$ cat src/rtl/apb_arb_pkg.sv
// Shared types and helpers for the APB master arbiter.
package apb_arb_pkg;

  typedef enum logic [1:0] {
    IDLE   = 2'd0,
    SETUP  = 2'd1,
    ACCESS = 2'd2
  } state_e;

  // Width of the watchdog counter; never narrower than one bit so the
  // register still exists when the watchdog is disabled.
  function automatic int cnt_width(input int timeout);
    int w;
    w = $clog2(timeout + 1);
    return (w < 1) ? 1 : w;
  endfunction

endpackage

$ cat src/rtl/rr_arbiter.sv
// Stateless round-robin pick: first requester after last_gnt_i, with wrap.
module rr_arbiter #(
  parameter int NUM_REQ = 4,
  localparam int IDX_W = $clog2(NUM_REQ)
) (
  input  logic [NUM_REQ-1:0] req_i,
  input  logic [IDX_W-1:0]   last_gnt_i,
  output logic [NUM_REQ-1:0] gnt_o,
  output logic [IDX_W-1:0]   gnt_idx_o,
  output logic               any_req_o
);

  logic             found;
  logic [IDX_W:0]   cand_w;
  logic [IDX_W-1:0] cand;

  // Scan last_gnt_i+1 .. last_gnt_i+NUM_REQ modulo NUM_REQ; the first hit wins.
  always_comb begin
    gnt_o     = '0;
    gnt_idx_o = '0;
    any_req_o = |req_i;
    found     = 1'b0;
    cand_w    = '0;
    cand      = '0;
    for (int i = 1; i <= NUM_REQ; i++) begin
      cand_w = {1'b0, last_gnt_i} + (IDX_W+1)'(i);
      if (cand_w >= (IDX_W+1)'(NUM_REQ)) begin
        cand_w = cand_w - (IDX_W+1)'(NUM_REQ);
      end
      cand = cand_w[IDX_W-1:0];
      if (!found && req_i[cand]) begin
        found       = 1'b1;
        gnt_o[cand] = 1'b1;
        gnt_idx_o   = cand;
      end
    end
  end

endmodule

$ cat src/rtl/apb_master_arbiter.sv
// Round-robin sharing of one APB master port among NUM_REQ requesters.
//
// state  | meaning
// IDLE   | no transfer on the bus; grant and latch a request if any is pending
// SETUP  | psel=1, penable=0 for exactly one cycle
// ACCESS | psel=1, penable=1 until pready or watchdog abort
module apb_master_arbiter
  import apb_arb_pkg::*;
#(
  parameter int NUM_REQ        = 4,
  parameter int APB_ADDR_WIDTH = 32,
  parameter int APB_DATA_WIDTH = 32,
  parameter int TIMEOUT_CYCLES = 0
) (
  input  logic                              pclk,
  input  logic                              preset,
  input  logic [NUM_REQ-1:0]                req_valid,
  input  logic [NUM_REQ-1:0]                req_write,
  input  logic [NUM_REQ*APB_ADDR_WIDTH-1:0] req_addr,
  input  logic [NUM_REQ*APB_DATA_WIDTH-1:0] req_wdata,
  output logic [NUM_REQ-1:0]                req_ready,
  output logic [NUM_REQ-1:0]                rsp_valid,
  output logic [APB_DATA_WIDTH-1:0]         rsp_rdata,
  output logic                              rsp_err,
  output logic [APB_ADDR_WIDTH-1:0]         paddr,
  output logic [APB_DATA_WIDTH-1:0]         pwdata,
  output logic                              pwrite,
  output logic                              psel,
  output logic                              penable,
  input  logic [APB_DATA_WIDTH-1:0]         prdata,
  input  logic                              pready,
  input  logic                              pslverr
);

  localparam int IDX_W = $clog2(NUM_REQ);
  localparam int CNT_W = cnt_width(TIMEOUT_CYCLES);
  // The counter is loaded in SETUP and reaches zero in ACCESS cycle TIMEOUT_CYCLES.
  localparam logic [CNT_W-1:0] TO_LOAD =
    (TIMEOUT_CYCLES > 0) ? CNT_W'(TIMEOUT_CYCLES - 1) : '0;

  state_e                    state_q, state_d;
  logic [IDX_W-1:0]          last_gnt_q, last_gnt_d;
  logic [APB_ADDR_WIDTH-1:0] addr_q, addr_d;
  logic [APB_DATA_WIDTH-1:0] wdata_q, wdata_d;
  logic                      write_q, write_d;
  logic                      psel_q, psel_d;
  logic                      penable_q, penable_d;
  logic [CNT_W-1:0]          cnt_q, cnt_d;
  logic [NUM_REQ-1:0]        rsp_valid_q, rsp_valid_d;
  logic [APB_DATA_WIDTH-1:0] rsp_rdata_q, rsp_rdata_d;
  logic                      rsp_err_q, rsp_err_d;

  logic [NUM_REQ-1:0]        gnt;
  logic [IDX_W-1:0]          gnt_idx;
  logic                      any_req;
  logic [APB_ADDR_WIDTH-1:0] sel_addr;
  logic [APB_DATA_WIDTH-1:0] sel_wdata;
  logic                      sel_write;

  rr_arbiter #(
    .NUM_REQ (NUM_REQ)
  ) u_rr_arbiter (
    .req_i      (req_valid),
    .last_gnt_i (last_gnt_q),
    .gnt_o      (gnt),
    .gnt_idx_o  (gnt_idx),
    .any_req_o  (any_req)
  );

  // Mux the granted requester's fields out of the flattened buses.
  always_comb begin
    sel_addr  = '0;
    sel_wdata = '0;
    sel_write = 1'b0;
    for (int i = 0; i < NUM_REQ; i++) begin
      if (gnt[i]) begin
        sel_addr  = req_addr[i*APB_ADDR_WIDTH +: APB_ADDR_WIDTH];
        sel_wdata = req_wdata[i*APB_DATA_WIDTH +: APB_DATA_WIDTH];
        sel_write = req_write[i];
      end
    end
  end

  // Next-state, transfer latching and response capture.
  always_comb begin
    state_d     = state_q;
    last_gnt_d  = last_gnt_q;
    addr_d      = addr_q;
    wdata_d     = wdata_q;
    write_d     = write_q;
    cnt_d       = cnt_q;
    rsp_valid_d = '0;
    rsp_rdata_d = rsp_rdata_q;
    rsp_err_d   = rsp_err_q;
    req_ready   = '0;
    case (state_q)
      IDLE: begin
        if (any_req) begin
          req_ready  = gnt;
          addr_d     = sel_addr;
          write_d    = sel_write;
          wdata_d    = sel_write ? sel_wdata : '0;
          last_gnt_d = gnt_idx;
          state_d    = SETUP;
        end
      end
      SETUP: begin
        cnt_d   = TO_LOAD;
        state_d = ACCESS;
      end
      ACCESS: begin
        // last_gnt_q doubles as the owner of the in-flight transfer.
        if (pready) begin
          rsp_valid_d[last_gnt_q] = 1'b1;
          rsp_err_d               = pslverr;
          rsp_rdata_d             = write_q ? '0 : prdata;
          cnt_d                   = '0;
          state_d                 = IDLE;
        end else if ((TIMEOUT_CYCLES > 0) && (cnt_q == '0)) begin
          rsp_valid_d[last_gnt_q] = 1'b1;
          rsp_err_d               = 1'b1;
          rsp_rdata_d             = '0;
          state_d                 = IDLE;
        end else if (cnt_q != '0) begin
          cnt_d = cnt_q - CNT_W'(1);
        end
      end
      default: state_d = IDLE;
    endcase
    psel_d    = (state_d != IDLE);
    penable_d = (state_d == ACCESS);
  end

  // State and output registers with synchronous reset.
  always_ff @(posedge pclk) begin
    if (preset) begin
      state_q     <= IDLE;
      last_gnt_q  <= IDX_W'(NUM_REQ - 1);
      addr_q      <= '0;
      wdata_q     <= '0;
      write_q     <= 1'b0;
      psel_q      <= 1'b0;
      penable_q   <= 1'b0;
      cnt_q       <= '0;
      rsp_valid_q <= '0;
      rsp_rdata_q <= '0;
      rsp_err_q   <= 1'b0;
    end else begin
      state_q     <= state_d;
      last_gnt_q  <= last_gnt_d;
      addr_q      <= addr_d;
      wdata_q     <= wdata_d;
      write_q     <= write_d;
      psel_q      <= psel_d;
      penable_q   <= penable_d;
      cnt_q       <= cnt_d;
      rsp_valid_q <= rsp_valid_d;
      rsp_rdata_q <= rsp_rdata_d;
      rsp_err_q   <= rsp_err_d;
    end
  end

  assign paddr     = addr_q;
  assign pwdata    = wdata_q;
  assign pwrite    = write_q;
  assign psel      = psel_q;
  assign penable   = penable_q;
  assign rsp_valid = rsp_valid_q;
  assign rsp_rdata = rsp_rdata_q;
  assign rsp_err   = rsp_err_q;

endmodule
$ cat config.mk
export PLATFORM = sky130hd
export DESIGN_NAME = apb_master_arbiter
export DESIGN_NICKNAME = d
export VERILOG_FILES = /design/src/rtl/apb_arb_pkg.sv /design/src/rtl/rr_arbiter.sv /design/src/rtl/apb_master_arbiter.sv
export SDC_FILE = /design/constraint.sdc
export NUM_CORES = 1
export LEC_CHECK = 0
export CAP_MARGIN = 20
export CORE_AREA = 2 2 157 159
export CTS_CLUSTER_SIZE = 10
export DETAILED_ROUTE_END_ITERATION = 10
export DIE_AREA = 0 0 159 161
export PLACE_DENSITY_LB_ADDON = 0.2
export SLEW_MARGIN = 20
export SYNTH_ARGS = -nofsm -noshare
export SYNTH_HDL_FRONTEND = slang
export SYNTH_HIERARCHICAL = 1
export SYNTH_SLANG_ARGS = --single-unit
$ cat constraint.sdc
create_clock -name pclk -period 6.7 [get_ports pclk]
set_input_delay 0.67 -clock pclk [delete_from_list [all_inputs] [get_ports pclk]]
set_output_delay 0.67 -clock pclk [all_outputs]
set_load 0.02 [all_outputs]
==> metrics.md, run 1 <==
| Metric | Value |
|---|---|
| Layout area overhead | 74.7% |
| CTS Root Cell | clkbuf_16 |
| Reg clk slew, reported paths | 0.08 ns |
| Fillers | 2361 |
| CTS tree | built |
| Crit Path Class | reg -> out |
| Final nets | 1316 |
| Vias per cell | 4.97 |
| WP data required | 6.03 ns |
| Syn Nets | 955 |
| Area leader, netlist | dfxtp_1 |
| Max_slew headroom | 37.5% |
| Die Span X | 159 um |
| Setup-failing EPs final | 0 |
| Nature of the critical path startpoint | flop |
| Starting density of the core | 25.4% |
| DP Worst Slack | 1.71 ns |
| WL/cell | 19.5 um |
| DRT antenna net count | 0 |
| Setup ws final | 1.28 ns |
| Synthesized area | 0.00608 sq mm |
| N_diodes | 0 |
| Worst R2R Start | last_gnt_q[0]$_SDFFE_PP1P_ |
| Global placement routability congestion | 0.849 |
| Antenna violations before repair | 0 |
| Post-route cell area | 0.0106 sq mm |
| Ratio of cells with drive above 1 in the final layout | 10.1% |
| EDFF count, synth | 0 |
| DR vias | 6643 |
| Most frequent cells in the layout | 406 x clkdlybuf4s50_1, 108 x dfxtp_1, 64 x a22o_1 |
| Class of the worst hold path | reg -> reg |
| Placed inst area | 0.0103 sq mm |
| Synth top area share | 35.6% |
| Area of the multi-input gates | 0.00357 sq mm |
| Register area | 0.00216 sq mm |
| Critical path arrival | 4.75 ns |
| R2r worst-path depth | 11 |
| GRT Resource Usage Total | 19.5% |
| Synth Register Bits | 108 |
| CTS max path bufs | 2 |
| Leakage | 3.90 nW |
| Syn Area/Cell | 9.40 sq um |
| Pwr Total | 0.00330 W |
| Worst setup EP type | output port |
| RSZ-0062 raised after global routing | no |
| IO buf count | 407 |
| YS warnings | 6 |
| Sequential share of the synthesized area | 35.6% |
| Die H | 161 um |
| Crit path launch | last_gnt_q[0]$_SDFFE_PP1P_ |
| Peak VDD IR | 0.158 mV |
| Grt total ovfl | 0 |
| Worst Max-Slew Pin Slew | 0.938 ns |
| Status | finished, final reports clean |
| # IOs | 408 |
| Final Hold Fails | 0 |
| Synth area leaders | dfxtp_1 36%, a22o_1 9.2%, a221oi_2 6.2%, o311a_1 5.3%, nor3_2 4.1% |
| Post-CTS sizing | 0 |
| # rows | 57 |
| Core area | 0.0240 sq mm |
| H-tree depth | 3 |
| Largest net degree at the start of global routing | 69 |
| Slew Limit Fails | 0 |
| Asr flop ratio synth | 0% |
| Skew final | 0.00975 ns |
| Setup TNS | 0 ns |
| Cells after synthesis | 647 |
| Wirelength, routed | 26100 um |
| Postcts setup bufs | 0 |
| Die area | 0.0256 sq mm |
| Inst Count DP | 1321 |
| Fmax | 184 MHz |
| Final worst path period need | 5.42 ns |
| Worst hold path cell count | 1 |
| Pre-antenna DRT Iters | 5 |
| DRT iter0 DRCs | 358 |
| Via count of the first global-routing pass | 6471 |
| Crit Path Max Fanout | 68 |
| Max Cap Violations | 0 |
| CTS Buf Count | 9 |
| HP Start | pwdata[29]$_SDFFE_PP0P_ |
| Global-route wire length before repair | 39400 um |
| Finished Layout Cells | 1337 |
| Hold-fix buffers, CTS | 0 |
| Remaining DRCs | 0 |
| Most used DFF post-synth | dfxtp_1 |
| Most common cell after layout, fill and taps aside | clkdlybuf4s50_1 |
| Yosys cell types | 51 |
| Power per cell area | 310 mW/mm^2 |
| Final HPWL from detailed placement | 19000 um |
| Final worst path period share | 80.9% |
| Num Clock Sinks | 108 |
| Clock Latency Late Sink | 0.36 ns |
## state kept, by name (all words and copies together) (netlist names)
register	flops
psel	1
state_q	2
pwdata	32
penable	1
rsp_rdata	32
rsp_valid	4
rsp_err	1
last_gnt_q	2
paddr	32
pwrite	1
## power breakdown
group,total (W),switching [W],internal (W)
clock network,0.000557,0.000289,0.000269
logic,0.00189,0.00103,0.000858
registers,0.000852,0.0000837,0.000768
## through the flow
stage,hold slack [ns],utilization [%]
global route,0.502,44.3
finish,0.482,44.3
CTS,0.487,44.3
detailed placement,0.463,43.0
global placement,0.461,43.0
floorplan,0.560,-
## cells in the mapped netlist, types with 2 or more instances
library cell / count
dfxtp_1: 108
a22o_1: 64
nor2_1: 49
nand2_1: 43
o22ai_1: 38
a21oi_1: 36
nor2b_1: 35
a22oi_1: 32
o311a_1: 32
a221oi_2: 25
clkbuf_1: 25
nor3_2: 25
buf_2: 23
buf_6: 12
and3_1: 11
nor3_1: 9
ha_1: 8
a221oi_1: 7
buf_4: 6
nand2b_1: 5
o2bb2ai_1: 4
a2111oi_1: 3
inv_1: 3
mux2_2: 3
mux2i_1: 3
mux2i_4: 3
nand3b_1: 3
nor3b_1: 3
o21ai_0: 3
a211oi_1: 2
buf_1: 2
nand4_1: 2
nor2_4: 2
## cell type report
| cell class | count | area share, % |
|---|---|---|
| multi-input combinational | 467 | 33.6 |
| tap | 324 | 3.82 |
| clock buffer | 9 | 2.12 |
| inverter | 4 | 0.141 |
| timing repair buffer | 418 | 39.1 |
| clock inverter | 7 | 0.848 |
| sequential | 108 | 20.4 |
## critical path, cell delays in order, from the launching register on
cell             delay (ns)
dfxtp_1                0.87
inv_1                  0.29
ha_1                   0.67
nand2b_1               0.17
o22ai_1                0.08
a2111oi_1              0.63
o2bb2ai_4              0.07
buf_4                  0.35
inv_2                  0.57
nor2_1                 0.11
clkdlybuf4s50_1        0.56
## path summary, 6_finish.rpt
kind                             endpoint  slack (ns)
hold reg to reg   pwdata[29]$_SDFFE_PP0P_        0.48
setup / recovery             req_ready[3]        1.28
setup reg to reg    paddr[5]$_SDFFE_PP0P_        1.87
hold / removal    pwdata[29]$_SDFFE_PP0P_        0.48
## kinds of logic (layout without fill, tap and decap cells)
group | after synthesis | in the layout | synth area share [%]
DFF | 108 | 108 | 35.6
buffers and inverters | 72 | 438 | 6.77
and+or+nand+nor | 197 | 197 | 18.5
muxes | 11 | 11 | 2.63
adders and majority gates | 8 | 8 | 1.65
AOI/OAI and AO/OA | 251 | 251 | 34.9
## routing by layer
| metal | vias up | part of all wire, % | global-route usage [%] |
|---|---|---|---|
| met2 | 247 | 48 | 32.3 |
| met1 | 3148 | 44 | 25.4 |
| met5 | - | 0 | 0 |
| met3 | 33 | 5.9 | 4.39 |
| met4 | 0 | 2.3 | 5.87 |
| li1 | 3215 | - | - |
Note: power is estimated with default switching activity, not from simulation.
==> inputs of run 2 (changes only) <==
--- a/config.mk
+++ b/config.mk
@@ -6,10 +6,10 @@
 export NUM_CORES = 1
 export LEC_CHECK = 0
 export CAP_MARGIN = 20
-export CORE_AREA = 2 2 157 159
+export CORE_AREA = 2 2 156 158
 export CTS_CLUSTER_SIZE = 10
 export DETAILED_ROUTE_END_ITERATION = 10
-export DIE_AREA = 0 0 159 161
+export DIE_AREA = 0 0 158 160
 export PLACE_DENSITY_LB_ADDON = 0.2
 export SLEW_MARGIN = 20
 export SYNTH_ARGS = -nofsm -noshare
==> constraint.sdc (replaced) <==
create_clock -name pclk -period 4.7 [get_ports pclk]
set_input_delay 0.47 -clock pclk [delete_from_list [all_inputs] [get_ports pclk]]
set_output_delay 0.47 -clock pclk [all_outputs]
set_load 0.02 [all_outputs]
==> run 2 against run 1 <==
Net effect:
- clock power grew 44%
- final cell count up 0.52%
- final area up 0.51%
- register-to-register slack got worse by 1.1 ns
- largest cell class unchanged
==> metrics.md, run 2 (synthesis results as in run 1) <==
| Metric | Value |
|---|---|
| Status | finished, final reports clean |
| Die area | 0.0253 sq mm (-1.2%) |
| Setup TNS | 0 ns (unchanged) |
| DRT iter0 DRCs | 344 (-3.9%) |
| Most common cell after layout, fill and taps aside | clkdlybuf4s50_1 |
| Hold-fix buffers, CTS | 0 (unchanged) |
| CTS Root Cell | clkbuf_16 |
| Fmax | 249 MHz |
| Crit Path Max Fanout | 22 (-68%) |
| DRT antenna net count | 0 (unchanged) |
| N_diodes | 0 (unchanged) |
| Register area | 0.00216 sq mm (unchanged) |
| WL/cell | 19.7 um (+0.98%) |
| Vias per cell | 4.99 (+0.45%) |
| Max_slew headroom | 46.5% (+9.0 points) |
| # IOs | 408 (unchanged) |
| Area of the multi-input gates | 0.00357 sq mm (unchanged) |
| Final worst path period share | 85.3% |
| # rows | 57 (unchanged) |
| Worst R2R Start | last_gnt_q[1]$_SDFFE_PP1P_ |
| Die H | 160 um (-0.62%) |
| GRT Resource Usage Total | 19.8% (+0.31 points) |
| Final HPWL from detailed placement | 19500 um (+2.4%) |
| Ratio of cells with drive above 1 in the final layout | 10.7% (+0.62 points) |
| Worst setup EP type | output port |
| H-tree depth | 3 (unchanged) |
| HP Start | pwdata[8]$_SDFFE_PP0P_ |
| Global placement routability congestion | 0.888 (+4.5%) |
| Grt total ovfl | 0 (unchanged) |
| Starting density of the core | 25.5% (+0.15 points) |
| Most frequent cells in the layout | 406 x clkdlybuf4s50_1, 108 x dfxtp_1, 64 x a22o_1 |
| Crit Path Class | reg -> out |
| Core area | 0.0238 sq mm (-0.60%) |
| CTS max path bufs | 2 (unchanged) |
| Largest net degree at the start of global routing | 65 (-5.8%) |
| Setup-failing EPs final | 0 (unchanged) |
| Final Hold Fails | 0 (unchanged) |
| Leakage | 3.94 nW (+0.97%) |
| RSZ-0062 raised after global routing | no |
| CTS tree | built |
| WP data required | 4.23 ns (-1.80 ns) |
| Pre-antenna DRT Iters | 4 (-1) |
| Reg clk slew, reported paths | 0.08 ns (about the same) |
| Fillers | 2371 (+0.42%) |
| Flop2flop setup slack | 0.82 ns (-1.05 ns) |
| Via count of the first global-routing pass | 6518 (+0.73%) |
| Clock Latency Late Sink | 0.35 ns (about the same) |
| Num Clock Sinks | 108 (unchanged) |
| Post-CTS sizing | 0 (unchanged) |
| Worst Max-Slew Pin Slew | 0.801 ns (-0.137 ns) |
| Global-route wire length before repair | 38600 um (-1.9%) |
| DR vias | 6708 (+0.98%) |
| CTS Buf Count | 9 (unchanged) |
| Final nets | 1323 (+0.53%) |
| Pwr Total | 0.00475 W (+44%) |
| Class of the worst hold path | reg -> reg |
| Remaining DRCs | 0 (unchanged) |
| Layout area overhead | 75.6% |
| Nature of the critical path startpoint | flop |
| IO buf count | 407 (unchanged) |
| Critical path arrival | 3.54 ns (-1.21 ns) |
| Skew final | 0.00804 ns (-0.00171 ns) |
| Crit path launch | last_gnt_q[1]$_SDFFE_PP1P_ |
| Slew Limit Fails | 0 (unchanged) |
| Die Span X | 158 um (-0.63%) |
| Max Cap Violations | 0 (unchanged) |
| Power per cell area | 445 mW/mm^2 (+43%) |
| Antenna violations before repair | 0 (unchanged) |
| Wirelength, routed | 26500 um (+1.5%) |
| Peak VDD IR | 0.264 mV (+67%) |
| Postcts setup bufs | 0 (unchanged) |
| Final worst path period need | 4.01 ns |
==> run 2: stage by stage <==
| step | worst slack (ns) | hold WS, ns | instance area, sq um | utilization [%] | std cells |
|---|---|---|---|---|---|
| after floorplan | 1.43 | 0.560 | 6080 | - | 647 |
| after global placement | 0.912 | 0.456 | 10400 | 43.5 | 1328 |
| after detailed placement | 0.889 | 0.463 | 10400 | 43.5 | 1328 |
| after CTS | 0.698 | 0.487 | 10700 | 44.8 | 1344 |
| after global routing | 0.510 | 0.503 | 10700 | 44.8 | 1344 |
| final | 0.690 | 0.481 | 10700 | 44.8 | 1344 |
==> run 2: layer usage <==
layer | share of wire (%) | wire length, um | GRT usage [%] | vias up
met5 | 0 | 0 | 0 | -
met4 | 2.6 | 690 | 6.43 | 0
met3 | 6.9 | 1830 | 4.56 | 38
met2 | 48 | 12600 | 33.0 | 250
met1 | 43 | 11300 | 25.2 | 3187
li1 | - | - | - | 3233
==> run 2: path summary, 6_finish.rpt <==
kind	to	cells after the start
min reg2reg	pwdata[8]$_SDFFE_PP0P_	1
max reg2reg	pwdata[24]$_SDFFE_PP0P_	13
max	req_ready[1]	8
min	pwdata[8]$_SDFFE_PP0P_	1
==> run 2: final cells by class <==
cell class	instances	area share [%]
clock inverter	7	0.855
inverter	4	0.141
multi-input combinational	467	33.5
tap	324	3.80
sequential	108	20.2
clock buffer	9	2.11
timing repair buffer	425	39.4
==> run 2: where the power goes <==
| group | internal (W) | switching, W |
|---|---|---|
| clock | 0.000387 | 0.000414 |
| combinational | 0.00125 | 0.00152 |
| sequential | 0.00109 | 0.0000934 |
==> run 2: critical path, cell delays in order (launching register included) <==
cell	delay, ns
dfxtp_1	0.32
buf_4	0.24
inv_1	0.20
ha_1	0.62
mux2i_4	0.40
a2111oi_2	0.11
o2bb2ai_4	0.43
and3_1	0.23
clkdlybuf4s50_1	0.61
==> inputs of run 3 (changes only) <==
--- a/config.mk
+++ b/config.mk
@@ -7,10 +7,12 @@
 export LEC_CHECK = 0
 export CAP_MARGIN = 20
 export CORE_AREA = 2 2 156 158
+export CTS_CLUSTER_DIAMETER = 200
 export CTS_CLUSTER_SIZE = 10
 export DETAILED_ROUTE_END_ITERATION = 10
 export DIE_AREA = 0 0 158 160
 export PLACE_DENSITY_LB_ADDON = 0.2
+export REMOVE_ABC_BUFFERS = 1
 export SLEW_MARGIN = 20
 export SYNTH_ARGS = -nofsm -noshare
 export SYNTH_HDL_FRONTEND = slang
==> constraint.sdc (replaced) <==
create_clock -name pclk -period 4.7 [get_ports pclk]
set_input_delay 1.175 -clock pclk [delete_from_list [all_inputs] [get_ports pclk]]
set_output_delay 1.175 -clock pclk [all_outputs]
set_load 0.02 [all_outputs]
==> run 3 against run 2 <==
Net effect:
- die area unchanged
- sequential share of layout area decreased by 0.24 points
- register-to-register slack improved by 0.19 ns
- combinational power increased by 1%
- final area increased by 1.2%
- critical path depth decreased by 1
- setup slack got worse by 0.62 ns
- fmax decreased by 13%
- clock skew increased by 0.0027 ns
- flip-flop and latch count unchanged
- clock power decreased by 1%
- sequential power about the same
- critical endpoint is now req_ready[0]
==> metrics.md, run 3 (synthesis results as in run 1) <==
| Metric | Value |
|---|---|
| GRT Resource Usage Total | 18.4% (-1.4 points) |
| Crit Path Max Fanout | 5 (-77%) |
| DRT iter0 DRCs | 339 (-1.5%) |
| Pwr Total | 0.00479 W (+0.83%) |
| Core area | 0.0238 sq mm (unchanged) |
| Fmax | 216 MHz (-13%) |
| Largest net degree at the start of global routing | 68 (+4.6%) |
| Inst Count DP | 1338 (+0.75%) |
| Layout area overhead | 77.7% |
| Worst Max-Slew Pin Slew | 0.752 ns (-0.0487 ns) |
| Skew final | 0.0107 ns (+0.00271 ns) |
| Slew Limit Fails | 0 (unchanged) |
| Worst setup EP type | output port |
| Clock Latency Late Sink | 0.36 ns (about the same) |
| Crit Path Class | in -> out |
| CP max stage cell | clkdlybuf4s50_1 |
| RSZ-0062 raised after global routing | no |
| Final HPWL from detailed placement | 17800 um (-8.8%) |
| Antenna violations before repair | 1 (+1) |
| Num Clock Sinks | 108 (unchanged) |
| Nature of the critical path startpoint | primary input |
| Slowest stage delay, CP | 0.54 ns (-0.08 ns) |
| Postcts setup bufs | 0 (unchanged) |
| Max Cap Violations | 0 (unchanged) |
| Leakage | 4.02 nW (+2.1%) |
| Via count of the first global-routing pass | 6559 (+0.63%) |
| Status | finished, final reports clean |
| Starting density of the core | 25.5% (unchanged) |
| DRT antenna net count | 0 (unchanged) |
| Die Span X | 158 um (unchanged) |
| Max_slew headroom | 49.7% (+3.3 points) |
| Grt total ovfl | 0 (unchanged) |
| Ratio of cells with drive above 1 in the final layout | 11.7% (+1.1 points) |
| # rows | 57 (unchanged) |
| Die area | 0.0253 sq mm (unchanged) |
| Final nets | 1333 (+0.76%) |
| Critical path arrival | 3.45 ns (-0.09 ns) |
| Most frequent cells in the layout | 404 x clkdlybuf4s50_1, 108 x dfxtp_1, 64 x a22o_1 |
| Final worst path period share | 98.5% (+13 points) |
| N_diodes | 0 (unchanged) |
| CP cell instances | clkdlybuf4s50_1, mux2_2, and3_1, a2111oi_1, o2bb2ai_1, and3_1, clkdlybuf4s50_1 |
| Vias per cell | 4.84 (-2.9%) |
| Pre-antenna DRT Iters | 4 (unchanged) |
| Reg clk slew, reported paths | 0.09 ns (about the same) |
| Crit-path leading delay family | buffers and inverters |
| Final Hold Fails | 0 (unchanged) |
| CTS Buf Count | 9 (unchanged) |
| IO buf count | 407 (unchanged) |
| Finished Layout Cells | 1354 (+0.74%) |
| Most common cell after layout, fill and taps aside | clkdlybuf4s50_1 |
| Final worst path period need | 4.63 ns (+0.619 ns) |
| Peak VDD IR | 0.172 mV (-35%) |
| Global-route wire length before repair | 36600 um (-5.2%) |
| Setup-failing EPs final | 0 (unchanged) |
| Worst Path Buf+Inv | 2 (-1) |
| Power per cell area | 444 mW/mm^2 (-0.37%) |
| DR vias | 6560 (-2.2%) |
| Hold-fix buffers, CTS | 0 (unchanged) |
| WP data required | 3.52 ns (-0.71 ns) |
| CTS tree | built |
| CTS max path bufs | 2 (unchanged) |
| Wirelength, routed | 24200 um (-8.7%) |
| Die H | 160 um (unchanged) |
| WL/cell | 17.8 um (-9.4%) |
| # IOs | 408 (unchanged) |
| Remaining DRCs | 0 (unchanged) |
| Class of the worst hold path | reg -> reg |
| H-tree depth | 3 (unchanged) |
| Global placement routability congestion | 0.855 (-3.7%) |
| CTS Root Cell | clkbuf_16 |
==> run 3: final cells by class <==
type / instances / area (sq um)
multi-input cells: 467 / 3580
repair buffers: 435 / 4330
inverters: 4 / 15.0
fillers: 2396 / 13000
well taps: 324 / 405
clock buffers: 9 / 225
flip-flops and latches: 108 / 2160
clock inverters: 7 / 86.3
==> run 3: worst paths after layout <==
kind,startpoint,to,slack [ns],cells after the start
hold reg to reg,rsp_rdata[10]$_SDFFE_PP0P_,rsp_rdata[10]$_SDFFE_PP0P_,0.48,1
hold / removal,rsp_rdata[10]$_SDFFE_PP0P_,rsp_rdata[10]$_SDFFE_PP0P_,0.48,1
setup reg to reg,last_gnt_q[1]$_SDFFE_PP1P_,paddr[5]$_SDFFE_PP0P_,1.01,12
setup / recovery,req_valid[2],req_ready[0],0.07,7
==> run 3: worst register-to-register path, cell delays in order (launching register included) <==
cell,delay (ns)
dfxtp_1,0.31
inv_1,0.22
ha_1,0.47
nand2b_1,0.24
o22ai_1,0.25
a2111oi_2,0.11
buf_4,0.15
o2bb2ai_4,0.13
buf_4,0.37
buf_4,0.59
a221oi_1,0.25
o311a_1,0.36
nor3_1,0.16
==> run 3: layer usage <==
metal	vias to the layer above	track usage (%)	part of all wire, %
li1	3253	-	-
met2	246	32.3	50
met5	-	0	0.046
met4	2	4.87	1.7
met1	3031	21.9	41
met3	28	4.97	7.7
==> run 3: per-stage QoR <==
stage	setup TNS, ns	utilization, %	worst slack, ns	hold WS [ns]	area [sq um]
finish	0	45.4	0.0710	0.482	10800
global route	0	45.4	0.0289	0.492	10800
detailed placement	0	44.0	0.00800	0.463	10500
floorplan	-200.58	-	-3.12	0.560	5680
global placement	0	44.0	0.00561	0.457	10500
CTS	0	45.3	0.0517	0.484	10800
==> run 3: timing repair <==
item / CTS / global route
gates resized for setup: 1 / 3
pin swaps: 0 / 0
setup endpoints to repair: 1 / 2
==> run 3: power breakdown <==
group          switching [W]  internal (W)
Combinational        0.00151       0.00131
Sequential         0.0000937       0.00109
Clock               0.000408      0.000384
Total                0.00201       0.00278
